`config.mk`:
```
export PLATFORM = sky130hd
export DESIGN_NAME = muldiv_hilo_unit
export DESIGN_NICKNAME = d
export VERILOG_FILES = /design/src/rtl/md_pkg.sv /design/src/rtl/md_iter_core.sv /design/src/rtl/muldiv_hilo_unit.sv
export SDC_FILE = /design/constraint.sdc
export NUM_CORES = 1
export LEC_CHECK = 0
export ABC_AREA = 1
export BUFFER_PORTS_ARGS = -buffer_cell sky130_fd_sc_hd__buf_4
export CORE_UTILIZATION = 25
export CTS_BUF_LIST = sky130_fd_sc_hd__clkbuf_16
export DETAILED_ROUTE_END_ITERATION = 7
export GPL_TIMING_DRIVEN = 0
export PLACE_DENSITY_LB_ADDON = 0.12
export RECOVER_POWER = 100
export SETUP_SLACK_MARGIN = 0.3
export SLEW_MARGIN = 20
export SYNTH_ARGS = -nofsm -noshare
export SYNTH_HDL_FRONTEND = slang
export SYNTH_HIERARCHICAL = 1
export SYNTH_SLANG_ARGS = --single-unit
```
`constraint.sdc`:
```
create_clock -name clk -period 3.5 [get_ports clk]
set_input_delay 0.175 -clock clk [delete_from_list [all_inputs] [get_ports clk]]
set_output_delay 0.175 -clock clk [all_outputs]
set_load 0.01 [all_outputs]
```
`src/rtl/md_pkg.sv`:
```
// Shared constants for the EX-stage multiply/divide unit:
// default width, op codes and FSM state encoding.
package md_pkg;

  localparam int WIDTH = 32;

  localparam logic [2:0] MD_NOP   = 3'b000;
  localparam logic [2:0] MD_MULT  = 3'b001;
  localparam logic [2:0] MD_MULTU = 3'b010;
  localparam logic [2:0] MD_DIV   = 3'b011;
  localparam logic [2:0] MD_DIVU  = 3'b100;
  localparam logic [2:0] MD_MTHI  = 3'b101;
  localparam logic [2:0] MD_MTLO  = 3'b110;

  typedef enum logic [1:0] {
    IDLE = 2'd0,
    ITER = 2'd1,
    FIX  = 2'd2
  } md_state_t;

endpackage

```
`src/rtl/md_iter_core.sv`:
```
// Radix-2 datapath: 2W accumulator, shift-add multiply step,
// restoring divide step and the iteration down-counter.
module md_iter_core
  import md_pkg::*;
#(
  parameter int W = md_pkg::WIDTH
) (
  input  logic           clk,
  input  logic           rst_n,
  input  logic           load,
  input  logic           step,
  input  logic           clr,
  input  logic           mode,
  input  logic [W-1:0]   ma,
  input  logic [W-1:0]   mb,
  output logic [2*W-1:0] acc,
  output logic           last
);

  localparam int CW = $clog2(W + 1);

  logic [W-1:0]   opd;
  logic [CW-1:0]  cnt;
  logic           mode_q;
  logic [W:0]     msum;
  logic [W:0]     rsh;
  logic [W:0]     dif;
  logic [2*W-1:0] mul_nxt;
  logic [2*W-1:0] div_nxt;

  // Multiply: add multiplicand to upper half, shift right with carry.
  always_comb begin
    msum    = {1'b0, acc[2*W-1:W]}
            + {1'b0, (acc[0] ? opd : {W{1'b0}})};
    mul_nxt = {msum, acc[W-1:1]};
  end

  // Divide: shift remainder in, trial subtract, restore on borrow.
  always_comb begin
    rsh = {acc[2*W-1:W], acc[W-1]};
    dif = rsh - {1'b0, opd};
    if (dif[W])
      div_nxt = {rsh[W-1:0], acc[W-2:0], 1'b0};
    else
      div_nxt = {dif[W-1:0], acc[W-2:0], 1'b1};
  end

  always_ff @(posedge clk or negedge rst_n) begin
    if (!rst_n) begin
      acc    <= '0;
      opd    <= '0;
      cnt    <= '0;
      mode_q <= 1'b0;
    end else if (clr) begin
      cnt    <= '0;
    end else if (load) begin
      acc    <= {{W{1'b0}}, ma};
      opd    <= mb;
      cnt    <= CW'(W);
      mode_q <= mode;
    end else if (step) begin
      acc    <= mode_q ? div_nxt : mul_nxt;
      cnt    <= cnt - 1'b1;
    end
  end

  assign last = (cnt == CW'(1));

endmodule

```
`src/rtl/muldiv_hilo_unit.sv`:
```
// EX-stage iterative mult/div unit owning HI/LO; busy stalls
// the front end while a 33-cycle operation is in flight.
module muldiv_hilo_unit
  import md_pkg::*;
#(
  parameter int WIDTH = md_pkg::WIDTH
) (
  input  logic             clk,
  input  logic             rst_n,
  input  logic             start,
  input  logic [2:0]       op,
  input  logic [WIDTH-1:0] a,
  input  logic [WIDTH-1:0] b,
  input  logic             cancel,
  output logic             busy,
  output logic             done,
  output logic [WIDTH-1:0] hi,
  output logic [WIDTH-1:0] lo
);

  localparam int W = WIDTH;

  md_state_t state;
  md_state_t nstate;

  logic is_mul;
  logic is_div;
  logic is_sgn;
  logic is_md;
  logic go;
  logic sa;
  logic sb;
  logic [W-1:0] ma;
  logic [W-1:0] mb;

  logic core_load;
  logic core_step;
  logic core_clr;
  logic fix_wr;
  logic mv_hi;
  logic mv_lo;
  logic last;

  logic [2*W-1:0] acc;
  logic [2*W-1:0] pneg;
  logic [W-1:0]   res_hi;
  logic [W-1:0]   res_lo;

  logic         neg_q;
  logic         neg_r;
  logic         divz;
  logic         mode_q;
  logic [W-1:0] a_q;
  logic         done_q;

  always_comb begin
    is_mul = 1'b0;
    is_div = 1'b0;
    is_sgn = 1'b0;
    unique case (op)
      MD_MULT: begin
        is_mul = 1'b1;
        is_sgn = 1'b1;
      end
      MD_MULTU: is_mul = 1'b1;
      MD_DIV: begin
        is_div = 1'b1;
        is_sgn = 1'b1;
      end
      MD_DIVU: is_div = 1'b1;
      default: ;
    endcase
  end

  assign is_md = is_mul | is_div;
  assign go    = start & ~cancel;

  // Magnitude of the most negative value stays exact as unsigned W bits.
  assign sa = is_sgn & a[W-1];
  assign sb = is_sgn & b[W-1];
  assign ma = sa ? (~a + 1'b1) : a;
  assign mb = sb ? (~b + 1'b1) : b;

  always_ff @(posedge clk or negedge rst_n) begin
    if (!rst_n) state <= IDLE;
    else        state <= nstate;
  end

  always_comb begin
    nstate = state;
    unique case (state)
      IDLE: if (go && is_md) nstate = ITER;
      ITER: begin
        if (cancel)    nstate = IDLE;
        else if (last) nstate = FIX;
      end
      FIX:     nstate = IDLE;
      default: nstate = IDLE;
    endcase
  end

  always_comb begin
    core_load = 1'b0;
    core_step = 1'b0;
    core_clr  = 1'b0;
    fix_wr    = 1'b0;
    mv_hi     = 1'b0;
    mv_lo     = 1'b0;
    unique case (state)
      IDLE: begin
        core_load = go & is_md;
        mv_hi     = go & (op == MD_MTHI);
        mv_lo     = go & (op == MD_MTLO);
      end
      ITER: begin
        core_step = ~cancel;
        core_clr  = cancel;
      end
      FIX: begin
        fix_wr    = ~cancel;
        core_clr  = cancel;
      end
      default: ;
    endcase
  end

  md_iter_core #(
    .W (W)
  ) u_core (
    .clk   (clk),
    .rst_n (rst_n),
    .load  (core_load),
    .step  (core_step),
    .clr   (core_clr),
    .mode  (is_div),
    .ma    (ma),
    .mb    (mb),
    .acc   (acc),
    .last  (last)
  );

  always_ff @(posedge clk or negedge rst_n) begin
    if (!rst_n) begin
      neg_q  <= 1'b0;
      neg_r  <= 1'b0;
      divz   <= 1'b0;
      mode_q <= 1'b0;
      a_q    <= '0;
    end else if (core_load) begin
      neg_q  <= sa ^ sb;
      neg_r  <= sa;
      divz   <= is_div & (b == '0);
      mode_q <= is_div;
      a_q    <= a;
    end
  end

  // Quotient follows sign(a)^sign(b); remainder follows sign(a).
  always_comb begin
    pneg   = ~acc + 1'b1;
    res_hi = acc[2*W-1:W];
    res_lo = acc[W-1:0];
    if (!mode_q) begin
      if (neg_q) {res_hi, res_lo} = pneg;
    end else if (divz) begin
      res_hi = a_q;
      res_lo = '1;
    end else begin
      if (neg_q) res_lo = ~acc[W-1:0] + 1'b1;
      if (neg_r) res_hi = ~acc[2*W-1:W] + 1'b1;
    end
  end

  always_ff @(posedge clk or negedge rst_n) begin
    if (!rst_n) begin
      hi     <= '0;
      lo     <= '0;
      done_q <= 1'b0;
    end else begin
      done_q <= fix_wr | mv_hi | mv_lo;
      if (fix_wr) begin
        hi <= res_hi;
        lo <= res_lo;
      end else begin
        if (mv_hi) hi <= a;
        if (mv_lo) lo <= a;
      end
    end
  end

  assign busy = (state != IDLE);
  assign done = done_q;

endmodule
```
==> impl_metrics.json <==
{
  "drt_iter0_drc": 1799,
  "die_h_um": 283,
  "cts.reportedPaths.clkPinSlew_ns": 0.05,
  "drv_slew": 41,
  "crit_fanout": 10,
  "cp-end-kind": "flop",
  "crit_start": "u_core/acc[46]",
  "ant_nets": 0,
  "drive_above_1_share_pct": 5.97,
  "yosysTopAreaCell": "dfrtp_1",
  "hp-class": "primary input to flop",
  "ys.warnings.count": 6,
  "rows": 102,
  "die_w_um": 283,
  "slowest_stage": "dfrtp_1",
  "start_util_pct": 25.4,
  "r2r_slack_ns": 0.26,
  "insertion_delay_ns": 0.61,
  "crit_chain": "ha_1, nand2_1, nor2_1, and2_1, nand2_1, nand2_2, nand2_4, nand3_2, nand2_8, inv_4, buf_6, nor2_1, o21ai_0, nand2_1",
  "max_cap_viol_count": 1,
  "synth.top_cell.area_share_pct": 26.1,
  "outcome": "finished with violations",
  "skew_ns": 0.0305,
  "ys_seq_area_share_pct": 26.1,
  "die_area_mm2": 0.0800,
  "reg2reg_from": "u_core/acc[46]",
  "utilization_pct": 30.1,
  "final.setup.tns_ns": 0,
  "io_pins": 137,
  "cts_tree": "built",
  "hold_violations": 0,
  "relSlewSlack_pct": -80.0,
  "cp_num_buf_inv": 2,
  "worst_pin_slew_ns": 2.70,
  "dr.pass1.iters": 6,
  "critPathTopFamily": "simple AND/OR/NAND/NOR gates",
  "synth_seq_cells": 206,
  "finalSetupViolations": 0,
  "vias_per_cell": 4.77,
  "violations": "max-capacitance violations, max-slew violations",
  "cts.sinks": 206,
  "drc": 0,
  "crit_cells": 14,
  "synthesis.area_mm2": 0.0197,
  "r2r-end": "u_core/acc[45]",
  "instances_no_fill": 4625,
  "worstPathArrival_ns": 3.68,
  "synthesis.nets": 3475,
  "cpMostUsedCell": "nand2_1",
  "cts_made_buffers": 28,
  "synth_cell_types": 57,
  "clock_path_buffers": 3,
  "max_stage_delay_ns": 0.58,
  "syn_inst": 3329,
  "grt_remaining_overflow": 0,
  "vias": 22100,
  "irDropWorstVdd_v": 0.000411,
  "finalCriticalPeriod_ns": 3.24,
  "crit_path_end": "u_core/acc[45]",
  "clockRootBuffer": "clkbuf_16",
  "synth_top_cells_by_area": "dfrtp_1 26%, nand2_1 20%, inv_1 8.2%",
  "required_ns": 3.94,
  "synthTopCellsByCount": "1076 x nand2_1, 430 x inv_1, 394 x nor2_1",
  "synth_flop_cell": "dfrtp_1",
  "port_buffers": 136,
  "post_drt_wl_per_cell_um": 20.6,
  "grt_pass1_vias": 21400,
  "reg2regPathDepth": 14,
  "post-route-period-util_pct": 92.5,
  "grt_max_degree": 67,
  "fmax_ghz": 0.309,
  "worstSetupPathType": "flop to flop",
  "synth.most_common_cell": "nand2_1",
  "avgSynthCellArea_um2": 5.92,
  "synth_edf_count": 0,
  "grt_pass1_wl_um": 139000,
  "synth_async_sr_flop_share_pct": 100,
  "htreeDepth": 1,
  "final_nets": 3713,
  "antenna_found_initial": 2,
  "gp_congestion": 0.954,
  "cp-start-kind": "flop",
  "rsz0062_at_grt": "yes",
  "syn_to_final_growth_pct": 18.6,
  "grt_use_total_pct": 23.7,
  "insertedDiodeCount": 0,
  "core-area_mm2": 0.0777,
  "power.leakage_nw": 11.9,
  "dp_cells": 4508,
  "dp_hpwl_um": 78900,
  "powerDensity_mw_per_mm2": 991,
  "detail_route.wirelength_um": 95000,
  "hold_slack_ns": 0.0544
}
-- stage by stage --
step	area, µm²	total power, W	setup WS (ns)
floorplan	19700	0.0149	1.04
finish	23400	0.0232	0.264
global placement	22000	0.0205	-0.933
CTS	23600	0.0234	0.339
global route	23400	0.0254	0.130
detailed placement	22100	0.0205	-0.824
-- routing by layer --
metal,GRT usage [%],share of wire (%),up-vias
met5,0,0,-
met4,9.37,4.5,0
met3,1.83,3.7,127
met2,40.9,47,576
met1,30.5,45,10200
li1,-,-,11100
-- tightest hold or removal path, stage by stage --
cell and delay, ns:
buf_4 0.12, inv_1 0.09, xor2_1 0.08, nor2_1 0.10
a21oi_1 0.04
-- registers in the layout (all words and copies together), names as in the netlist --
| name | count |
|---|---|
| u_core/acc | 64 |
| a_q | 32 |
| hi | 32 |
| lo | 32 |
| u_core/opd | 32 |
| u_core/cnt | 6 |
| state | 2 |
| divz | 1 |
| done | 1 |
| mode_q | 1 |
| neg_q | 1 |
| neg_r | 1 |
| u_core/mode_q | 1 |
-- cell families after synthesis --
| group | Yosys count | share of synthesized area (%) |
|---|---|---|
| muxes | 1 | 0.0571 |
| xor gates and xnor gates | 84 | 3.73 |
| AOI/OAI and AO/OA | 526 | 14.6 |
| DFF | 206 | 26.1 |
| buffers and inverters | 555 | 10.9 |
| adders and majority gates | 75 | 4.84 |
| and+or+nand+nor | 1882 | 39.7 |
-- final cells by class --
cell class              count  area (µm²)
plain buffers             111         498
clock buffers              28         701
clock inverters            20         121
fillers                  8956       54300
inverters                 444        1670
multi-input cells        2568       12400
flip-flops and latches    206        5160
well taps                1040        1300
repair buffers            208        1530
-- repair_timing --
item | in CTS | in global routing
buffers inserted | 4 | 2
hold buffers | 63 | 0
endpoints found under the hold margin | 248 | 0
gates resized for setup | 12 | 14
pin swaps | 2 | 1
setup endpoints to repair | 103 | 35
-- where the power goes --
| part | switching [W] | internal [W] | total (W) |
|---|---|---|---|
| sequential | 0.00164 | 0.00346 | 0.00510 |
| clock | 0.00120 | 0.00144 | 0.00265 |
| combinational | 0.0105 | 0.00496 | 0.0154 |
| total | 0.0133 | 0.00986 | 0.0232 |
-- cell usage in the layout (no fill, tap or decap), types with 10 or more instances in the layout --
| cell | n |
|---|---|
| o21ai_0 | 229 |
| nor3_1 | 64 |
| buf_4 | 76 |
| nand3b_1 | 16 |
| nor2_1 | 396 |
| o21ai_1 | 12 |
| inv_1 | 437 |
| buf_2 | 19 |
| ha_1 | 73 |
| dfrtp_1 | 204 |
| o211ai_1 | 33 |
| a21oi_1 | 195 |
| nand3_1 | 251 |
| xnor2_1 | 26 |
| nor2_2 | 10 |
| clkbuf_1 | 136 |
| nand2_1 | 1076 |
| nand4_1 | 27 |
| xor2_1 | 58 |
| clkbuf_16 | 28 |
| dlygate4sd3_1 | 63 |
-- worst min-delay path by stage --
stage | startpoint | cells after the start | endpoint
final | b[20] | 5 | u_core/opd[20]
after global routing | b[20] | 5 | u_core/opd[20]
after CTS | b[20] | 5 | u_core/opd[20]
after detailed placement | rst_n | 1 | lo[6]
after global placement | a[29] | 3 | a_q[29]
after floorplan | rst_n | 0 | a_q[0]
(Power assumes the default switching activity.)
